[config.mk]
export PLATFORM = sky130hd
export DESIGN_NAME = eth_crc32_stream
export DESIGN_NICKNAME = d
export VERILOG_FILES = /design/src/rtl/eth_crc32_stream.sv
export SDC_FILE = /design/constraint.sdc
export NUM_CORES = 1
export LEC_CHECK = 0
export ABC_AREA = 1
export BUFFER_PORTS_ARGS = -buffer_cell sky130_fd_sc_hd__buf_2
export CAP_MARGIN = 30
export CORE_MARGIN = 8
export CORE_UTILIZATION = 50
export CTS_CLUSTER_DIAMETER = 200
export CTS_CLUSTER_SIZE = 8
export DETAILED_ROUTE_END_ITERATION = 8
export PLACE_DENSITY_LB_ADDON = 0.1
export SETUP_SLACK_MARGIN = 0.4
export SLEW_MARGIN = 20
export SYNTH_ARGS = -nofsm -noshare
export SYNTH_HDL_FRONTEND = slang
export SYNTH_SLANG_ARGS = --single-unit
[constraint.sdc]
create_clock -name clk -period 1.6 [get_ports clk]
set_input_delay 0.08 -clock clk [delete_from_list [all_inputs] [get_ports clk]]
set_output_delay 0.08 -clock clk [all_outputs]
set_load 0.1 [all_outputs]
[src/rtl/eth_crc32_stream.sv]
// Streaming IEEE 802.3 CRC-32 engine: registered valid/ready slice, byte-lane keep,
// optional FCS append after each frame and receive-side residue check.
module eth_crc32_stream #(
  parameter int DATA_W = 8
) (
  input  logic                  clk,
  input  logic                  rst_n,
  input  logic                  crc_clr,
  input  logic                  append_en,
  input  logic                  s_valid,
  output logic                  s_ready,
  input  logic [DATA_W-1:0]     s_data,
  input  logic [DATA_W/8-1:0]   s_keep,
  input  logic                  s_last,
  output logic                  m_valid,
  input  logic                  m_ready,
  output logic [DATA_W-1:0]     m_data,
  output logic [DATA_W/8-1:0]   m_keep,
  output logic                  m_last,
  output logic [31:0]           crc_value,
  output logic                  crc_done,
  output logic                  crc_ok
);

  localparam int          KEEP_W   = DATA_W / 8;
  localparam int          NB       = (4 + KEEP_W - 1) / KEEP_W;
  localparam logic [1:0]  LAST_FCS = 2'(NB - 1);
  localparam logic [31:0] CRC_INIT = 32'hFFFF_FFFF;
  localparam logic [31:0] RESIDUE  = 32'hDEBB_20E3;
  localparam logic [31:0] POLY     = 32'hEDB8_8320;

  typedef enum logic {ST_DATA, ST_FCS} state_t;

  // Lanes are folded in wire order (lane 0 first), each byte LSB first.
  function automatic logic [31:0] crc_beat(input logic [31:0]       crc_in,
                                           input logic [DATA_W-1:0] data,
                                           input logic [KEEP_W-1:0] keep);
    logic [31:0] c;
    c = crc_in;
    for (int l = 0; l < KEEP_W; l++) begin
      if (keep[l]) begin
        for (int b = 0; b < 8; b++) begin
          c = (c >> 1) ^ ((c[0] ^ data[8*l+b]) ? POLY : 32'h0);
        end
      end
    end
    return c;
  endfunction

  state_t              state, state_next;
  logic [31:0]         crc_reg, crc_next;
  logic                sof, append_latched, append_eff;
  logic [1:0]          fcs_idx;
  logic [3:0][7:0]     fcs_bytes;
  logic [DATA_W-1:0]   fcs_data;
  logic [KEEP_W-1:0]   fcs_keep;
  logic                slot_free, s_fire, m_fire, fcs_load, fcs_final;

  assign slot_free  = !m_valid || m_ready;
  assign s_ready    = (state == ST_DATA) && slot_free;
  assign s_fire     = s_valid && s_ready;
  assign m_fire     = m_valid && m_ready;
  assign fcs_load   = (state == ST_FCS) && slot_free;
  assign fcs_final  = (fcs_idx == LAST_FCS);
  assign append_eff = sof ? append_en : append_latched;
  assign crc_next   = crc_beat(crc_reg, s_data, s_keep);
  // crc_value already holds this frame's FCS by the time the FCS state is entered.
  assign fcs_bytes  = crc_value;

  always_ff @(posedge clk or negedge rst_n) begin
    if (!rst_n) state <= ST_DATA;
    else        state <= state_next;
  end

  // NOTE: every variable written here gets a default first, so no path can infer a latch.
  always_comb begin
    int b;
    state_next = state;
    fcs_data   = '0;
    fcs_keep   = '0;
    for (int l = 0; l < KEEP_W; l++) begin
      b = int'(fcs_idx) * KEEP_W + l;
      if (b < 4) begin
        fcs_data[8*l +: 8] = fcs_bytes[b[1:0]];
        fcs_keep[l]        = 1'b1;
      end
    end
    case (state)
      ST_DATA: if (s_fire && s_last && append_eff) state_next = ST_FCS;
      ST_FCS:  if (fcs_load && fcs_final)          state_next = ST_DATA;
      default: state_next = ST_DATA;
    endcase
    if (crc_clr) state_next = ST_DATA;
  end

  // NOTE: sequential state uses non-blocking assignments so all registers update together.
  always_ff @(posedge clk or negedge rst_n) begin
    if (!rst_n) begin
      crc_reg        <= CRC_INIT;
      sof            <= 1'b1;
      append_latched <= 1'b0;
      fcs_idx        <= '0;
      m_valid        <= 1'b0;
      m_data         <= '0;
      m_keep         <= '0;
      m_last         <= 1'b0;
      crc_value      <= '0;
      crc_done       <= 1'b0;
      crc_ok         <= 1'b0;
    end else if (crc_clr) begin
      crc_reg        <= CRC_INIT;
      sof            <= 1'b1;
      append_latched <= 1'b0;
      fcs_idx        <= '0;
      m_valid        <= 1'b0;
      crc_done       <= 1'b0;
    end else begin
      crc_done <= 1'b0;
      if (s_fire) begin
        m_valid <= 1'b1;
        m_data  <= s_data;
        m_keep  <= s_keep;
        m_last  <= s_last && !append_eff;
        if (sof) append_latched <= append_en;
        if (s_last) begin
          crc_done  <= 1'b1;
          crc_value <= ~crc_next;
          crc_ok    <= (crc_next == RESIDUE);
          crc_reg   <= CRC_INIT;
          sof       <= 1'b1;
        end else begin
          crc_reg <= crc_next;
          sof     <= 1'b0;
        end
      end else if (fcs_load) begin
        m_valid <= 1'b1;
        m_data  <= fcs_data;
        m_keep  <= fcs_keep;
        m_last  <= fcs_final;
        fcs_idx <= fcs_final ? 2'd0 : fcs_idx + 2'd1;
      end else if (m_fire) begin
        m_valid <= 1'b0;
      end
    end
  end

endmodule

==> flow_metrics.py <==
metrics = {
    "synthesis": {
        "synthTopCellsByCount": "303 x nand2_1, 89 x inv_1, 61 x nand3_1",
        "syn-num-nets": 821,
        "synth_top_area_cell": "dfrtp_1",
        "synth_cell_types": 35,
        "syn_avg_cell_area_sq_um": 6.653,
        "syn_area_sq_mm": 0.005349,
        "ys_seq_elements": 82,
        "synthArstFlopShare": 1.000,
        "yosysSeqAreaShare": 0.3913,
        "yosysMostFrequentCell": "nand2_1",
        "synth_top_area_share": 0.2292,
        "yosysWarnings": 0,
        "synthCells": 804,
        "synth_area_leaders": "dfrtp_1 23%, nand2_1 21%, dfstp_2 16%",
        "synthFlopType": "dfrtp_1",
        "synth-edff-count": 0,
    },
    "worst_hold_path": {
        "whs_path_depth": 3,
        "whs_endpoint": "m_valid$_DFFE_PN0P_",
        "hold_start": "s_valid",
        "hold_path_class": "in2reg",
    },
    "sta": {
        "setup_viol": 72,
        "rsz0062_at_grt": "true",
        "whs_ns": 0.05881,
        "relSlewSlack": 0.6646,
        "hold_violations": 0,
        "clock_skew_ns": 0.01359,
        "fmaxAchievable_mhz": 478.2,
        "timing_worst_slew_pin_value_ns": 0.5026,
        "fin_ws_ns": -0.4912,
        "finalMaxSlewViolations": 0,
        "period_share": 1.307,
        "fin_crit_ns": 2.091,
    },
    "drt": {
        "avgRoutedWirePerCell_um": 21.09,
        "routed_wl_um": 24720,
        "viasPerCell": 5.913,
        "drt_iter0_markers": 743,
        "drt_pass1_iterations": 5,
        "drtAntennaViolNets": 0,
        "drc": 0,
        "vias": 6930,
    },
    "global_routing": {
        "gr-usage-met3": 0.06613,
        "antenna_found_initial": 0,
        "grt_pass1_wl_um": 34320,
        "grt.total_usage": 0.3054,
        "first_global_vias": 6439,
        "grt_max_degree": 49,
        "top_usage_layer": "met2",
        "met2_usage": 0.5040,
        "met1_usage": 0.3693,
        "overflow": 0,
    },
    "pwr": {
        "switchingPower_w": 0.004878,
        "total_power_w": 0.009377,
        "p_sw_frac": 0.5202,
        "internal_power_w": 0.004499,
        "ir_drop_mv": 1.477,
        "combPwrFrac": 0.552,
        "seqPwrFrac": 0.286,
        "powerDensity_mw_per_mm2": 1049,
        "leakagePower_nw": 4.558,
        "clkPwrFrac": 0.162,
    },
    "critical_path": {
        "reg2reg_to": "crc_ok$_DFFE_PN0P_",
        "cp.arrival_ns": 2.40,
        "criticalPathCategory": "reg2reg",
        "r2r_start": "crc_reg[4]$_DFFE_PN1P_",
        "r2r_setup_slack_ns": -0.49,
        "cp-end-kind": "flip-flop",
        "r2r.worst_path.cells": 17,
        "crit_required_ns": 1.91,
        "start_kind": "flip-flop",
        "path_max_fanout": 5,
    },
    "cts": {
        "cts_sinks": 82,
        "clock_latency_ns": 0.38,
        "cts_root_buf": "clkbuf_8",
        "cts_buffers": 9,
        "cts_tree": "done",
        "path_clk_slew_ns": 0.10,
        "clock_tree.buffer_depth": 2,
        "cts.htree.levels": 3,
    },
    "die": {
        "row_count": 37,
        "die_area_sq_mm": 0.01426,
        "die_h_um": 119.4,
        "io_pins": 62,
        "core-area_sq_mm": 0.01037,
        "initial_utilization": 0.5158,
        "die_w_um": 119.4,
    },
    "outcome": {
        "violations": "negative setup slack",
        "status": "complete, but fails checks",
    },
    "placed_design": {
        "dp_hpwl_um": 14930,
        "numPortBuffers": 61,
        "gp_congestion": 0.9902,
    },
    "finish": {
        "area_growth_pct": 67.09,
        "drive_above_1_share": 0.5627,
        "fin_nets": 1048,
        "diodes": 0,
    },
    "job": {
        "maxCapViolCount": 0,
    },
}
area by class of cell:
| type | count | area, sq um |
|---|---|---|
| Multi-Input combinational cell | 591 | 3867 |
| Timing Repair Buffer | 238 | 2136 |
| Sequential cell | 82 | 2098 |
| Fill cell | 581 | 1433 |
| Inverter | 108 | 478.0 |
| Tap cell | 136 | 170.2 |
| Clock buffer | 10 | 127.6 |
| Clock inverter | 6 | 51.30 |
| Timing Repair inverter | 1 | 8.758 |
critical path, cell delays in order, from the launching register on:
cell	delay, ns
dfstp_2	0.60
inv_4	0.06
nand2_4	0.10
nand2_8	0.08
buf_6	0.13
nand2_1	0.10
nand2_2	0.08
inv_1	0.08
nand2_2	0.06
nand2_2	0.06
nand2_2	0.05
nand2_2	0.10
nand2_2	0.08
nor2_2	0.10
nand2_1	0.05
nor2_1	0.10
nand2_1	0.06
o21bai_2	0.10
repair_timing:
item | 4_1_cts | 5_1_grt
gates resized for setup | 270 | 178
setup buffers | 37 | 22
endpoints found under the hold margin | 55 | 0
hold buffers | 2 | 0
gates cloned | 3 | 0
pin swaps | 53 | 76
endpoints found under the setup margin | 127 | 87
cell usage in the layout, fill, tap and decap left out, types with 5 or more instances in the layout:
cell and count:
clkbuf_8 9, nor2_1 33, dfrtp_1 47, o22ai_1 7
nand2_2 104, nand3_1 37, buf_6 57, inv_2 12
o21ai_2 16, nand2_8 9, nand3_2 25, nor2_4 7
buf_4 152, nand2_1 184, inv_4 9, buf_2 14
o21ai_1 14, a21oi_4 5, o22ai_2 17, buf_12 11
a21oi_2 13, inv_1 78, nand2_4 50, dfstp_2 33
nor2_2 6, o21ai_0 27, a21oi_1 14
power groups by stage:
stage / sequential, W / clock, W / combinational, W
floorplan: 0.00441 / 0 / 0.00113
global placement: 0.00264 / 0 / 0.00398
detailed placement: 0.00265 / 0 / 0.00401
CTS: 0.00264 / 0.00148 / 0.00464
global route: 0.00270 / 0.00159 / 0.00537
finish: 0.00268 / 0.00152 / 0.00518
stage by stage:
step                      worst slack, ns  setup TNS (ns)  cell area, sq um  std cells  utilization
final                             -0.4912          -15.20              8937       1172       0.8618
after global routing              -0.5539          -19.66              8937       1172       0.8618
after CTS                         -0.3859          -9.609              8097       1150       0.7808
after detailed placement          -0.5767          -12.03              6704       1092       0.6465
after global placement            -0.5615          -10.42              6704       1092       0.6465
after floorplan                   -0.2400          -11.70              5420        804            -
metal layers:
metal | share of wire | routed length [um] | vias up
li1 | - | - | 3017
met1 | 0.36 | 8924 | 3347
met2 | 0.49 | 12080 | 441
met3 | 0.092 | 2278 | 125
met4 | 0.058 | 1434 | 0
met5 | 0 | 0 | -
worst max-delay path by stage:
stage	depth (start not counted)	slack [ns]	to	start
floorplan	13	-0.24	crc_ok$_DFFE_PN0P_	m_valid$_DFFE_PN0P_
global placement	14	-0.56	crc_ok$_DFFE_PN0P_	crc_reg[1]$_DFFE_PN1P_
detailed placement	14	-0.58	crc_ok$_DFFE_PN0P_	crc_reg[1]$_DFFE_PN1P_
CTS	16	-0.39	crc_ok$_DFFE_PN0P_	crc_reg[1]$_DFFE_PN1P_
global route	17	-0.55	crc_ok$_DFFE_PN0P_	crc_reg[4]$_DFFE_PN1P_
finish	17	-0.49	crc_ok$_DFFE_PN0P_	crc_reg[4]$_DFFE_PN1P_
logic make-up after synthesis:
group | after synthesis | share of synthesized area
xor gates and xnor gates | 2 | 0.003275
and+or+nand+nor | 460 | 0.3731
adders and majority gates | 1 | 0.002339
DFF | 82 | 0.3913
buffers and inverters | 131 | 0.09567
AOI/OAI and AO/OA | 128 | 0.1343
No activity file was read; power rests on OpenSTA's default activity.
